===== src/rtl/bist_controller.sv =====
`default_nettype none
// ============================================================================
// Module   : bist_controller
// Purpose  : Scan-based logic BIST sequencer. Runs NUM_PATTERNS shift/capture
//            patterns over a CHAIN_LEN-flop scan chain, unloads the final
//            response, compacts every shifted-out bit into an 8-bit MISR
//            (polynomial 0x1D) and compares the result with GOLDEN_SIG.
// Ports    : clk        - single clock, rising edge
//            rst_n      - synchronous active-low reset
//            start      - request a run (sampled only when idle)
//            scan_out   - serial response from the chain under test
//            abort      - (BIST_ABORT_EN only) abandon the current run
//            scan_en    - 1 = chain shifts, 0 = capture / idle
//            busy       - high whenever not idle
//            done       - one-cycle pulse at the end of a run
//            pass       - final signature matched GOLDEN_SIG
//            signature  - MISR contents
// Config   : define BIST_ABORT_EN to add the abort input.
// Revision : 1.0 - initial release
// ============================================================================
module bist_controller #(
  parameter int         CHAIN_LEN    = 8,
  parameter int         NUM_PATTERNS = 4,
  parameter logic [7:0] GOLDEN_SIG   = 8'h00
) (
  input  logic       clk,
  input  logic       rst_n,
  input  logic       start,
  input  logic       scan_out,
`ifdef BIST_ABORT_EN
  input  logic       abort,
`endif
  output logic       scan_en,
  output logic       busy,
  output logic       done,
  output logic       pass,
  output logic [7:0] signature
);

  localparam int SW = $clog2(CHAIN_LEN + 1);
  localparam int PW = $clog2(NUM_PATTERNS + 1);
  localparam logic [SW-1:0] C_SHIFT_LAST = SW'(CHAIN_LEN - 1);
  localparam logic [PW-1:0] C_PAT_TOTAL  = PW'(NUM_PATTERNS);

  typedef enum logic [2:0] {
    S_IDLE    = 3'd0,
    S_SHIFT   = 3'd1,
    S_CAPTURE = 3'd2,
    S_UNLOAD  = 3'd3,
    S_DONE    = 3'd4
  } state_e;

  state_e          state_q, state_d;
  logic [SW-1:0]   shift_cnt_q, shift_cnt_d;
  logic [PW-1:0]   pat_cnt_q, pat_cnt_d;
  logic [7:0]      sig_q, sig_d;
  logic            pass_q, pass_d;
  logic            scan_en_q, scan_en_d;
  logic            busy_q, busy_d;
  logic            done_q, done_d;

  logic [7:0]      misr_next;
  logic [PW-1:0]   pat_cnt_inc;
  logic            abort_hit;

  // One MISR step: shift left, fold the feedback tap, inject the response bit.
  assign misr_next   = {sig_q[6:0], 1'b0} ^ (sig_q[7] ? 8'h1D : 8'h00)
                       ^ {7'b0, scan_out};
  assign pat_cnt_inc = pat_cnt_q + PW'(1);

`ifdef BIST_ABORT_EN
  assign abort_hit = abort && ((state_q == S_SHIFT) || (state_q == S_CAPTURE) ||
                               (state_q == S_UNLOAD));
`else
  assign abort_hit = 1'b0;
`endif

  // Outputs are registered, so each branch sets the output values that belong
  // to the state being entered, not the state being left.
  always_comb begin
    state_d     = state_q;
    shift_cnt_d = shift_cnt_q;
    pat_cnt_d   = pat_cnt_q;
    sig_d       = sig_q;
    pass_d      = pass_q;
    scan_en_d   = 1'b0;
    busy_d      = 1'b1;
    done_d      = 1'b0;

    case (state_q)
      S_IDLE: begin
        busy_d = 1'b0;
        if (start) begin
          state_d     = S_SHIFT;
          shift_cnt_d = '0;
          pat_cnt_d   = '0;
          sig_d       = 8'h00;
          pass_d      = 1'b0;
          scan_en_d   = 1'b1;
          busy_d      = 1'b1;
        end
      end
      S_SHIFT: begin
        sig_d = misr_next;
        if (shift_cnt_q == C_SHIFT_LAST) begin
          state_d = S_CAPTURE;
        end else begin
          shift_cnt_d = shift_cnt_q + SW'(1);
          scan_en_d   = 1'b1;
        end
      end
      S_CAPTURE: begin
        pat_cnt_d   = pat_cnt_inc;
        shift_cnt_d = '0;
        scan_en_d   = 1'b1;
        state_d     = (pat_cnt_inc == C_PAT_TOTAL) ? S_UNLOAD : S_SHIFT;
      end
      S_UNLOAD: begin
        sig_d = misr_next;
        if (shift_cnt_q == C_SHIFT_LAST) begin
          state_d = S_DONE;
          done_d  = 1'b1;
          // Compare against the value the MISR takes on this same edge.
          pass_d  = (misr_next == GOLDEN_SIG);
        end else begin
          shift_cnt_d = shift_cnt_q + SW'(1);
          scan_en_d   = 1'b1;
        end
      end
      S_DONE: begin
        state_d = S_IDLE;
        busy_d  = 1'b0;
      end
      default: begin
        state_d = S_IDLE;
        busy_d  = 1'b0;
      end
    endcase

    // Abort leaves the signature as it was before this cycle's shift.
    if (abort_hit) begin
      state_d     = S_IDLE;
      shift_cnt_d = '0;
      pat_cnt_d   = '0;
      sig_d       = sig_q;
      pass_d      = 1'b0;
      scan_en_d   = 1'b0;
      busy_d      = 1'b0;
      done_d      = 1'b0;
    end
  end

  always_ff @(posedge clk) begin
    if (!rst_n) begin
      state_q     <= S_IDLE;
      shift_cnt_q <= '0;
      pat_cnt_q   <= '0;
      sig_q       <= 8'h00;
      pass_q      <= 1'b0;
      scan_en_q   <= 1'b0;
      busy_q      <= 1'b0;
      done_q      <= 1'b0;
    end else begin
      state_q     <= state_d;
      shift_cnt_q <= shift_cnt_d;
      pat_cnt_q   <= pat_cnt_d;
      sig_q       <= sig_d;
      pass_q      <= pass_d;
      scan_en_q   <= scan_en_d;
      busy_q      <= busy_d;
      done_q      <= done_d;
    end
  end

  assign scan_en   = scan_en_q;
  assign busy      = busy_q;
  assign done      = done_q;
  assign pass      = pass_q;
  assign signature = sig_q;

endmodule
`default_nettype wire


===== config.mk =====
export PLATFORM = sky130hd
export DESIGN_NAME = bist_controller
export DESIGN_NICKNAME = d
export VERILOG_FILES = /design/src/rtl/bist_controller.sv
export SDC_FILE = /design/constraint.sdc
export NUM_CORES = 1
export LEC_CHECK = 0
export ABC_AREA = 1
export ABC_CLOCK_PERIOD_IN_PS = 2700
export CAP_MARGIN = 20
export CORE_AREA = 10 10 55 57
export CTS_BUF_LIST = sky130_fd_sc_hd__clkbuf_4 sky130_fd_sc_hd__clkbuf_8
export CTS_CLUSTER_SIZE = 12
export DETAILED_ROUTE_END_ITERATION = 16
export DIE_AREA = 0 0 65 67
export DONT_BUFFER_PORTS = 1
export PLACE_DENSITY = 0.75
export SLEW_MARGIN = 0
export SYNTH_ARGS = -nofsm -noshare
export SYNTH_HDL_FRONTEND = slang
export SYNTH_SLANG_ARGS = --single-unit

===== constraint.sdc =====
create_clock -name clk -period 2.7 [get_ports clk]
set_input_delay 0.27 -clock clk [delete_from_list [all_inputs] [get_ports clk]]
set_output_delay 0.27 -clock clk [all_outputs]
set_load 0.02 [all_outputs]

-- Word-level counts from Yosys, hierarchy flattened
Index checks and enable logic that the tools add are counted.
- latch bits: 0
- register bits: 22
- RAM bits: 0
- memories: 0
- bits in read-only memories: 0
- output and inout bits: 12
- logic and storage cells: 56
- reductions and logical operators: 14
- $mul: 0
- add/sub/neg operators: 2
- muxes and demuxes: 21
- div/mod/pow operators: 0
- equal/unequal tests: 9
- bitwise gates (word level): 2
- order comparisons: 0
- shift-type cells: 0
- operator list (cell ; number):
    8-bit one-hot mux with 2 select lines ; 1
    3-bit two-way mux ; 4
    3-bit one-hot mux with 4 select lines ; 1
    4-bit one-hot mux with 3 select lines ; 1
    3-bit AND reduction ; 3
    8-bit logical NOT ; 1
    4-bit two-way mux ; 2
    8-bit two-way mux ; 1
    2-bit inequality test, second input constant ; 4
    8-bit by 1-bit XOR with 8-bit output ; 1
    8-bit by 5-bit XOR with 8-bit output ; 1
    3-bit by 2-bit == test with 1-bit output, second input constant ; 2
    3-bit one-hot mux with 2 select lines ; 1
    2-bit AND reduction ; 3
    2-bit nonzero test ; 3
    1-bit two-way mux ; 5
    5-bit two-way mux ; 1
    4-bit by 1-bit adder with 4-bit output, second input constant ; 1
    4-bit by 3-bit == test with 1-bit output, second input constant ; 1
    1-bit one-hot mux with 2 select lines ; 2
    3-bit by 1-bit adder with 3-bit output, second input constant ; 1
    3-bit by 1-bit == test with 1-bit output, second input constant ; 1
    3-bit == test, second input constant ; 1
    3-bit logical NOT ; 1
    5 further kinds ; 5

-- Depth between registers and ports, before layout
- depth after elaboration: 6
- gate-level depth with buffers: 8
- gate-level depth less buffers: 8

-- Worst setup path before layout
OpenSTA, ideal clock, no wires.
- path kind: register to register
- start: register shift_cnt_q[0]
- end: register shift_cnt_q[1]
- slack: 1593 ps
- library setup time: 115 ps
- arrival: 993 ps
- stages on the path, launching flop included: 7
- path through: dfxtp_1 > ha_1 > nand3_1 > nand2_4 > nand2_4 > o21ai_1 > nor2_1
- cells in the longest elaborated chain, start to end: 3
- elaborated cells between the ends (all ways): 6
- classes of those cells: add/sub (1); eq/ne (2); mux (2); reduce/logical (1)
- RTL lines (element ; line ; source):
    from (decl) ; 54 ; logic [SW-1:0] shift_cnt_q, shift_cnt_d;
    from (signal assigned) ; 165 ; shift_cnt_q <= shift_cnt_d;
    4-bit by 1-bit adder with 4-bit output or 4-bit by 3-bit == test with 1-bit output (tied branches) ; - ;
    4-bit two-way mux or 2-bit inequality test (tied branches) ; - ;
    4-bit one-hot mux with 3 select lines or 3-bit AND reduction (tied branches) ; - ;
Parallel ways exist; a longest one is shown, timed or not. The select of a mux whose other input is x is not followed.
A chain may end at the register's enable or synchronous reset.

-- Worst setup path in the final report
- start: register shift_cnt_q[0]
- end: register shift_cnt_q[2]
Same word-level chain as after synthesis.

==> results.ini <==
[status]
outcome=complete, no violations

[critical_path]
worstPathRequired_ns=2.93
critPathArrivalTime_ns=1.49
crit_chain=ha_1, nand3_1, nand2_4, nand2_4, inv_4, nand2_2, a21oi_2
cp-end-kind=flop
crit_slowest_cell=dfxtp_1
cpLargestDelayFamily=flip-flops
r2r_slack_ns=1.44
worstReg2RegStart=shift_cnt_q[0]
path_common_cell=nand2_4
critPathKind=reg2reg
timing.rr.end=shift_cnt_q[2]
worst_setup_path_start_kind=flop
rr_worst_depth=7
cp_num_buf_inv=1
slowest_delay_ns=0.41
critPathMaxFanout=5

[drt]
drt_first_pass_iters=4
wirelength_mm=2.07
vias=866
route.antenna.remaining_nets=0
wire_per_inst_um=12.2
drtIter0Drc=56
drc=0
viasPerCell=5.09

[grt]
grt_use_total_pct=9.84
grt_max_degree=18
grt_pass1_vias=826
grt-ovfl-total=0
grt_pass1_wl_mm=3.46
grt_antenna_before_repair=0

[floorplan]
ios=16
coreArea_um2=1940
fp-row-count=16
die_y_um=67
die_w_um=65
start_util_pct=52.8
dieArea_um2=4360

[layout]
final_cell_mix=43 x nand2_1, 22 x dfxtp_1, 15 x a21oi_1
layout-drive-gt1-share_pct=13.3
postLayoutCellArea_um2=1060
layout.nets=152
area_delta_synth_final_pct=3.91
diodes=0
fin_cells=170
layout_commonest_cell=nand2_1

[clock_tree]
cts_resized=0
clock_tree.root_cell=clkbuf_4
cts_tree=yes
clock_latency_ns=0.30
cts-buffers-inserted=3
cts.sinks=22
clk_pin_slew_ns=0.11
htree_levels=1
cts-hold-fix-buffers=0
post_cts_buffers=0
cts_max_path_buffers=2

[timing]
finClkSkew_ns=0.00356
fmax_mhz=792
setup_tns_ns=0
hold_violations=0
timing_worst_slew_pin_value_ns=0.459
fin_crit_sh_pct=46.8
min_period_ns=1.26
rsz0062_at_grt=no
slew_violations=0
slew_headroom_pct=69.2
finalSetupViolCount=0

[yosys]
synth_compound_area_share_pct=11.4
yosys_warnings=0
yosys_register_bits=22
synth.avg_cell_area_um2=7.22
synth_ff_type=dfxtp_1
yosysSeqAreaShare_pct=43.0
synth_nets=149
synthArstFlopShare_pct=0
synth.distinct_cells=24
syn-instance-count=142
synth-edff-count=0
yosys.area_share.simple_pct=34.3
synthAdderAreaFrac_pct=3.66
synth_mux_area_share_pct=0
synth_top_family_by_area=simple AND/OR/NAND/NOR gates
syn_area_um2=1020
synth-xor-area-share_pct=0

[placement]
dpl.hpwl_mm=1.53
dp.cells=167
gp_congestion=0.893
portBuffers=0
dpl-instance-area_um2=1040

[hold_path]
hp-class=in2reg
worstHoldStart=rst_n
min_to=pass
hold-path-cell-count=2

[power_and_ir_drop]
p_leak_nw=0.449
finalPower_mw=0.576
power.density_nw_per_um2=541
peakVddDrop_uv=253

[flow_run]
cap_violations=0

-- cell families (layout without fill, tap and decap cells) --
family                   after synthesis  in the layout
flip-flops                            22             22
AND/OR/NAND/NOR                       78             78
adder cells (fa/ha/maj)                3              3
AO/OA/AOI/OAI                         21             21
buffers and inverters                 18             19
-- stage by stage --
step	hold WS, ns	util (%)	setup slack, ns
after floorplan	0.390	-	1.59
after global placement	0.394	53.7	1.48
after detailed placement	0.403	53.7	1.44
after CTS	0.0725	54.8	1.42
after global routing	0.0755	54.8	1.29
final	0.0801	54.8	1.44
-- layout make-up --
| type | instances | area [um^2] |
|---|---|---|
| inverters | 16 | 62.6 |
| fillers | 204 | 877 |
| flip-flops and latches | 22 | 440 |
| multi-input cells | 102 | 505 |
| well taps | 27 | 33.8 |
| clock buffers | 3 | 22.5 |
-- where the power goes --
group	switching (mW)	leakage (nW)	internal (mW)
Combinational	0.0483	0.256	0.0251
Sequential	0.0207	0.179	0.338
Clock	0.0911	0.0138	0.0520
Total	0.160	0.449	0.416
-- synth_stat cells (2+ instances only) --
master / instances / area share [%]
nand2_1: 43 / 16
dfxtp_1: 22 / 43
a21oi_1: 15 / 7.3
nor2_1: 13 / 4.8
inv_1: 11 / 4.0
nand3_1: 9 / 4.4
ha_1: 3 / 3.7
inv_2: 3 / 1.1
nand2_2: 3 / 1.8
a21oi_2: 2 / 1.7
nand2_4: 2 / 2.2
nand3b_1: 2 / 1.5
nor2_2: 2 / 1.2
o21ai_0: 2 / 0.98
-- flip-flops by register name (all words and copies together) (netlist names) --
name,flops
state_q,3
pat_cnt_q,3
scan_en,1
shift_cnt_q,4
done,1
busy,1
pass,1
signature,8
-- worst max-delay path by stage --
stage / startpoint / endpoint / slack (ns) / cells after the start
after floorplan: shift_cnt_q[0] / shift_cnt_q[1] / 1.59 / 6
after global placement: signature[7] / pass / 1.48 / 6
after detailed placement: signature[7] / pass / 1.44 / 6
after CTS: signature[7] / pass / 1.42 / 6
after global routing: shift_cnt_q[0] / shift_cnt_q[1] / 1.29 / 6
final: shift_cnt_q[0] / shift_cnt_q[2] / 1.44 / 7
-- metal layers --
metal	GRT usage [%]	routed length (um)
met4	5.35	19
met1	9.12	860
met5	0	0
met2	18.6	1040
met3	3.34	149
(Power assumes the default switching activity.)
